[src/rtl/sr_drv_pkg.sv]
// sr_drv_pkg: shared FSM state encoding and constant helpers for the SR
// latch pulse driver.
package sr_drv_pkg;

  typedef enum logic [2:0] {
    IDLE,
    SETUP,
    PULSE,
    HOLD,
    GAP
  } sr_state_e;

  // Used at elaboration time to size the shared PULSE/GAP timer.
  function automatic int max(input int a, input int b);
    return (a > b) ? a : b;
  endfunction

endpackage

[src/rtl/sr_drv_timer.sv]
// sr_drv_timer: loadable down-counter. done flags the final cycle
// (count==1), so a load of N keeps the owning state alive for N cycles.
module sr_drv_timer #(
  parameter int W = 2
) (
  input  logic         clk,
  input  logic         rst,
  input  logic         load,
  input  logic [W-1:0] load_val,
  output logic         done
);

  logic [W-1:0] cnt;

  // Load on state entry, otherwise count down and park at zero.
  always_ff @(posedge clk or posedge rst) begin
    if (rst)              cnt <= '0;
    else if (load)        cnt <= load_val;
    else if (cnt != '0)   cnt <= cnt - 1'b1;
  end

  assign done = (cnt == W'(1));

endmodule

[src/rtl/sr_pulse_driver.sv]
// sr_pulse_driver: sequences s/r/en for a gated SR latch
// (setup -> enable pulse -> hold -> dead gap) and mirrors the stored value.
// Optional macro SR_PULSE_DRIVER_READBACK_EN: check q_fb/qbar_fb during HOLD
// and flag err alongside ack when the latch did not take the value.
module sr_pulse_driver
  import sr_drv_pkg::*;
#(
  parameter int PULSE_W = 2,
  parameter int GAP_W   = 1
) (
  input  logic clk,
  input  logic rst,
  input  logic req_set,
  input  logic req_clr,
  input  logic q_fb,
  input  logic qbar_fb,
  output logic s,
  output logic r,
  output logic en,
  output logic busy,
  output logic ack,
  output logic err,
  output logic state_q
);

  localparam int TW = $clog2(max(PULSE_W, GAP_W) + 1);

  sr_state_e     state, nxt_state;
  logic          tgt, nxt_tgt;
  logic          nxt_s, nxt_r, nxt_en, nxt_ack, nxt_err, nxt_sq;
  logic          tmr_load, tmr_done, fin;
  logic [TW-1:0] tmr_val;
  logic          fin_err, fin_q;

  sr_drv_timer #(.W(TW)) u_tmr (
    .clk      (clk),
    .rst      (rst),
    .load     (tmr_load),
    .load_val (tmr_val),
    .done     (tmr_done)
  );

`ifdef SR_PULSE_DRIVER_READBACK_EN
  logic rb_bad, rb_q, fb_bad;

  assign fb_bad = (q_fb != tgt) || (qbar_fb != ~tgt);

  // Capture readback at the end of HOLD; reported when the op completes.
  always_ff @(posedge clk or posedge rst) begin
    if (rst) begin
      rb_bad <= 1'b0;
      rb_q   <= 1'b0;
    end else if (state == HOLD) begin
      rb_bad <= fb_bad;
      rb_q   <= q_fb;
    end
  end

  // With no gap, completion happens straight out of HOLD: use live readback.
  assign fin_err = (state == HOLD) ? fb_bad : rb_bad;
  assign fin_q   = fin_err ? ((state == HOLD) ? q_fb : rb_q) : tgt;
`else
  logic unused_fb;
  assign unused_fb = q_fb ^ qbar_fb;
  assign fin_err   = 1'b0;
  assign fin_q     = tgt;
`endif

  // Next-state and next-output decode; every output is registered below.
  always_comb begin
    nxt_state = state;
    nxt_tgt   = tgt;
    nxt_ack   = 1'b0;
    nxt_err   = 1'b0;
    nxt_sq    = state_q;
    tmr_load  = 1'b0;
    tmr_val   = '0;
    fin       = 1'b0;
    case (state)
      IDLE: begin
        if (req_set && req_clr) begin
          nxt_err = 1'b1;
        end else if (req_set || req_clr) begin
          if (req_set == state_q) begin
            nxt_ack = 1'b1;
          end else begin
            nxt_tgt   = req_set;
            nxt_state = SETUP;
          end
        end
      end
      SETUP: begin
        nxt_state = PULSE;
        tmr_load  = 1'b1;
        tmr_val   = TW'(PULSE_W);
      end
      PULSE: if (tmr_done) nxt_state = HOLD;
      HOLD: begin
        if (GAP_W == 0) begin
          fin = 1'b1;
        end else begin
          nxt_state = GAP;
          tmr_load  = 1'b1;
          tmr_val   = TW'(GAP_W);
        end
      end
      GAP:     if (tmr_done) fin = 1'b1;
      default: nxt_state = IDLE;
    endcase
    if (fin) begin
      nxt_state = IDLE;
      nxt_ack   = 1'b1;
      nxt_err   = fin_err;
      nxt_sq    = fin_q;
    end
    // tgt only moves in IDLE, so s/r are stable for the whole enable pulse
    // and can never both be high.
    nxt_s  = (nxt_state inside {SETUP, PULSE, HOLD}) &&  nxt_tgt;
    nxt_r  = (nxt_state inside {SETUP, PULSE, HOLD}) && !nxt_tgt;
    nxt_en = (nxt_state == PULSE);
  end

  // State and registered outputs; reset drops the latch drive immediately.
  always_ff @(posedge clk or posedge rst) begin
    if (rst) begin
      state   <= IDLE;
      tgt     <= 1'b0;
      s       <= 1'b0;
      r       <= 1'b0;
      en      <= 1'b0;
      busy    <= 1'b0;
      ack     <= 1'b0;
      err     <= 1'b0;
      state_q <= 1'b0;
    end else begin
      state   <= nxt_state;
      tgt     <= nxt_tgt;
      s       <= nxt_s;
      r       <= nxt_r;
      en      <= nxt_en;
      busy    <= (nxt_state != IDLE);
      ack     <= nxt_ack;
      err     <= nxt_err;
      state_q <= nxt_sq;
    end
  end

endmodule

[config.mk]
export PLATFORM = sky130hd
export DESIGN_NAME = sr_pulse_driver
export DESIGN_NICKNAME = d
export VERILOG_FILES = /design/src/rtl/sr_drv_pkg.sv /design/src/rtl/sr_drv_timer.sv /design/src/rtl/sr_pulse_driver.sv
export SDC_FILE = /design/constraint.sdc
export NUM_CORES = 1
export LEC_CHECK = 0
export CORE_MARGIN = 2
export CORE_UTILIZATION = 43
export CTS_CLUSTER_DIAMETER = 40
export DETAILED_ROUTE_END_ITERATION = 8
export HOLD_SLACK_MARGIN = 0.06
export PLACE_DENSITY = 0.72
export SKIP_LAST_GASP = 1
export SLEW_MARGIN = 20
export SYNTH_ARGS = -nofsm -noshare
export SYNTH_HDL_FRONTEND = slang
export SYNTH_SLANG_ARGS = --single-unit
[constraint.sdc]
create_clock -name clk -period 1.1 [get_ports clk]
set_input_delay 0.22 -clock clk [delete_from_list [all_inputs] [get_ports clk]]
set_output_delay 0.22 -clock clk [all_outputs]
set_load 0.05 [all_outputs]
==> results.ini <==
[worst_setup_path]
crit_path_end_kind=flip-flop
critPathKind=flip-flop to flip-flop
reg2regPathDepth=3
r2r-end=s
crit_slowest_cell=dfrtp_2
critPathTopFamily=flip-flops
path_cells=and3b_4 > o41ai_2 > o21ba_2
startpoint_type=flip-flop
crit-reg2reg-launch=state_q
worst-path-max-fanout=6
cp_num_buf_inv=0
cp_data_required_time_ps=1270
slowest_delay_ps=470
worstPathArrival_ps=1430
rrSetupSlack_ps=-160

[status]
violations=setup timing
status=finished, violations left

[placement]
portBuffers=10
dpl.hpwl_um=951.7
place_inst=96
dpl_worst_slack_ps=-433.5
gp_congestion=0.7448

[clock_tree]
cts_root_buf=clkbuf_4
cts_tree=done
cts_num_sinks=13
cts_buffers=3
cts.htree.levels=1
postCtsHoldBufs=0
clkLatencyLatePin_ps=280
path_clk_slew_ps=80
clk_path_buf_depth=2

[layout]
mostFrequentLayoutCell=buf_4
layout_common_cells=buf_4, dfrtp_1, buf_12
syn_to_final_growth_pct=61.99
nets=96
drive_gt1_frac=0.5862
antenna_cells=0
stdcell_count=103

[global_route]
grt_max_degree=14
grt.total_usage=0.1623
grt_pass1_wl_um=2242
grt-ovfl-total=0
grt_pass1_vias=542
antenna_found_initial=0

[synth]
synth-seq-area-share=0.4869
yosysTopAreaCell=dfrtp_1
synth_cell_types=29
synth_area_leaders=dfrtp_1, a2111oi_2, inv_1
syn_avg_cell_area_um2=10.78
synth_seq_cells=13
ys.warnings.count=0
synth_fp_nets=70
yosys.area.top_type_share=0.4869
syn-cell-area_um2=668.1
synth_cells=62

[sta]
fmax_mhz=796.7
worst_slack_ps=-155.1
maxSlewViolCount=0
hold_viol=0
rsz0062_at_grt=true
setup-tns-final_ps=-1047
period_share=1.141
setup_viol=10
skew_ps=4.158
worst_pin_slew_ps=368.8
layout_min_cycle_time_ps=1255
slew-limit-headroom=0.7536

[route]
wl_per_cell_um=13.58
viasPerCell=5.252
wl_um=1399
drt-pass1-iter-count=4
vias=541
drtIter0Drc=9
drc_errors=0
ant_nets=0

[power]
ir_worst_vdd_uv=1727
power_frac_clock=0.085
power_density_mw_per_mm2=3292
power.switching_w=0.001502
p_comb_frac=0.642
p_sw_frac=0.4215
p_int_w=0.002061
seq_power_share=0.273
cellLeakagePower_nw=0.4856

[flow_run]
maxCapViolCount=0

[die]
core_mm2=0.001489
dieHeight_um=43.42
fp.dieArea_mm2=0.001885
die_w_um=43.42
io_pins=13
start_util=0.4487
rows=14

[hold_path]
min_path_type=primary input to async pin

==> cell usage after synthesis <==
master,n
dfrtp_1,13
inv_1,8
nand2_1,4
a21oi_1,3
nand3_1,3
nor3_1,3
o21ai_0,3
a2111oi_2,2
buf_2,2
ha_1,2
a22o_1,1
a31oi_1,1
and3b_2,1
and3b_4,1
buf_4,1
mux2_2,1
nand2b_1,1
nor2_1,1
nor2b_1,1
nor3_2,1
nor3b_1,1
nor3b_4,1
nor4_1,1
nor4b_1,1
o21a_1,1
o21ba_2,1
o41ai_2,1
or2_1,1
xor2_1,1
==> through the flow <==
stage / instance area (um^2) / hold slack, ps / util / power (W)
finish: 1082 / 230.0 / 0.7269 / 0.003563
global route: 1082 / 275.8 / 0.7269 / 0.003762
CTS: 1013 / 238.4 / 0.6807 / 0.003274
detailed placement: 937.1 / 536.9 / 0.6294 / 0.002794
global placement: 937.1 / 523.7 / 0.6294 / 0.002762
floorplan: 681.9 / 96.89 / - / 0.001974
==> per-layer routing <==
metal / share of wire / wire (um) / up-vias / GRT usage
met1: 0.44 / 609 / 260 / 0.1883
li1: - / - / 267 / -
met5: 0 / 0 / - / 0
met3: 0.029 / 40 / 2 / 0.02917
met2: 0.52 / 725 / 12 / 0.2806
met4: 0.016 / 23 / 0 / 0.09091
==> power by group through the flow <==
stage	Combinational [W]	Sequential, W	Clock (W)
global placement	0.00183	0.000928	0
floorplan	0.000823	0.00115	0
global route	0.00244	0.000998	0.000326
finish	0.00229	0.000972	0.000301
CTS	0.00202	0.000944	0.000307
detailed placement	0.00186	0.000930	0
==> worst register-to-register path: stages (launching register included) <==
cell     delay [ps]
dfrtp_2         470
and3b_4         220
o41ai_2         240
o21ba_2         210
==> cells by family after synthesis <==
kind of cell	synth area share
AOI/OAI and AO/OA	0.1629
xor gates and xnor gates	0.01311
adders and majority gates	0.03745
buffers and inverters	0.07117
DFF	0.4869
muxes	0.01685
and+or+nand+nor	0.2116
==> layout make-up <==
class                   count  area, um^2
repair buffers             24       284.0
multi-input cells          38       391.6
inverters                   8       30.03
clock buffers               4       26.28
flip-flops and latches     13       330.3
fillers                    92       406.6
well taps                  16       20.02
==> flip-flops by register name (all words and copies together), names as in the netlist <==
| signal | flops |
|---|---|
| state | 3 |
| u_tmr.cnt | 2 |
| ack | 1 |
| busy | 1 |
| en | 1 |
| err | 1 |
| fin_q | 1 |
| r | 1 |
| s | 1 |
| state_q | 1 |
==> worst max path at each step <==
stage | startpoint | end | slack, ps | depth (start not counted)
5_1_grt | state_q | s | -210 | 3
2_1_floorplan | state_q | s | -180 | 3
6_report | state_q | s | -160 | 3
3_5_place_dp | req_clr | state[0] | -430 | 4
4_1_cts | state_q | state_q | -160 | 2
3_3_place_gp | req_clr | s | -390 | 4
==> timing repair <==
action / in CTS / in global routing
pin swaps: 5 / 9
gates resized for setup: 14 / 14
endpoints found under the setup margin: 9 / 11
setup buffers: 0 / 3
Note: power is estimated with default switching activity, not from simulation.
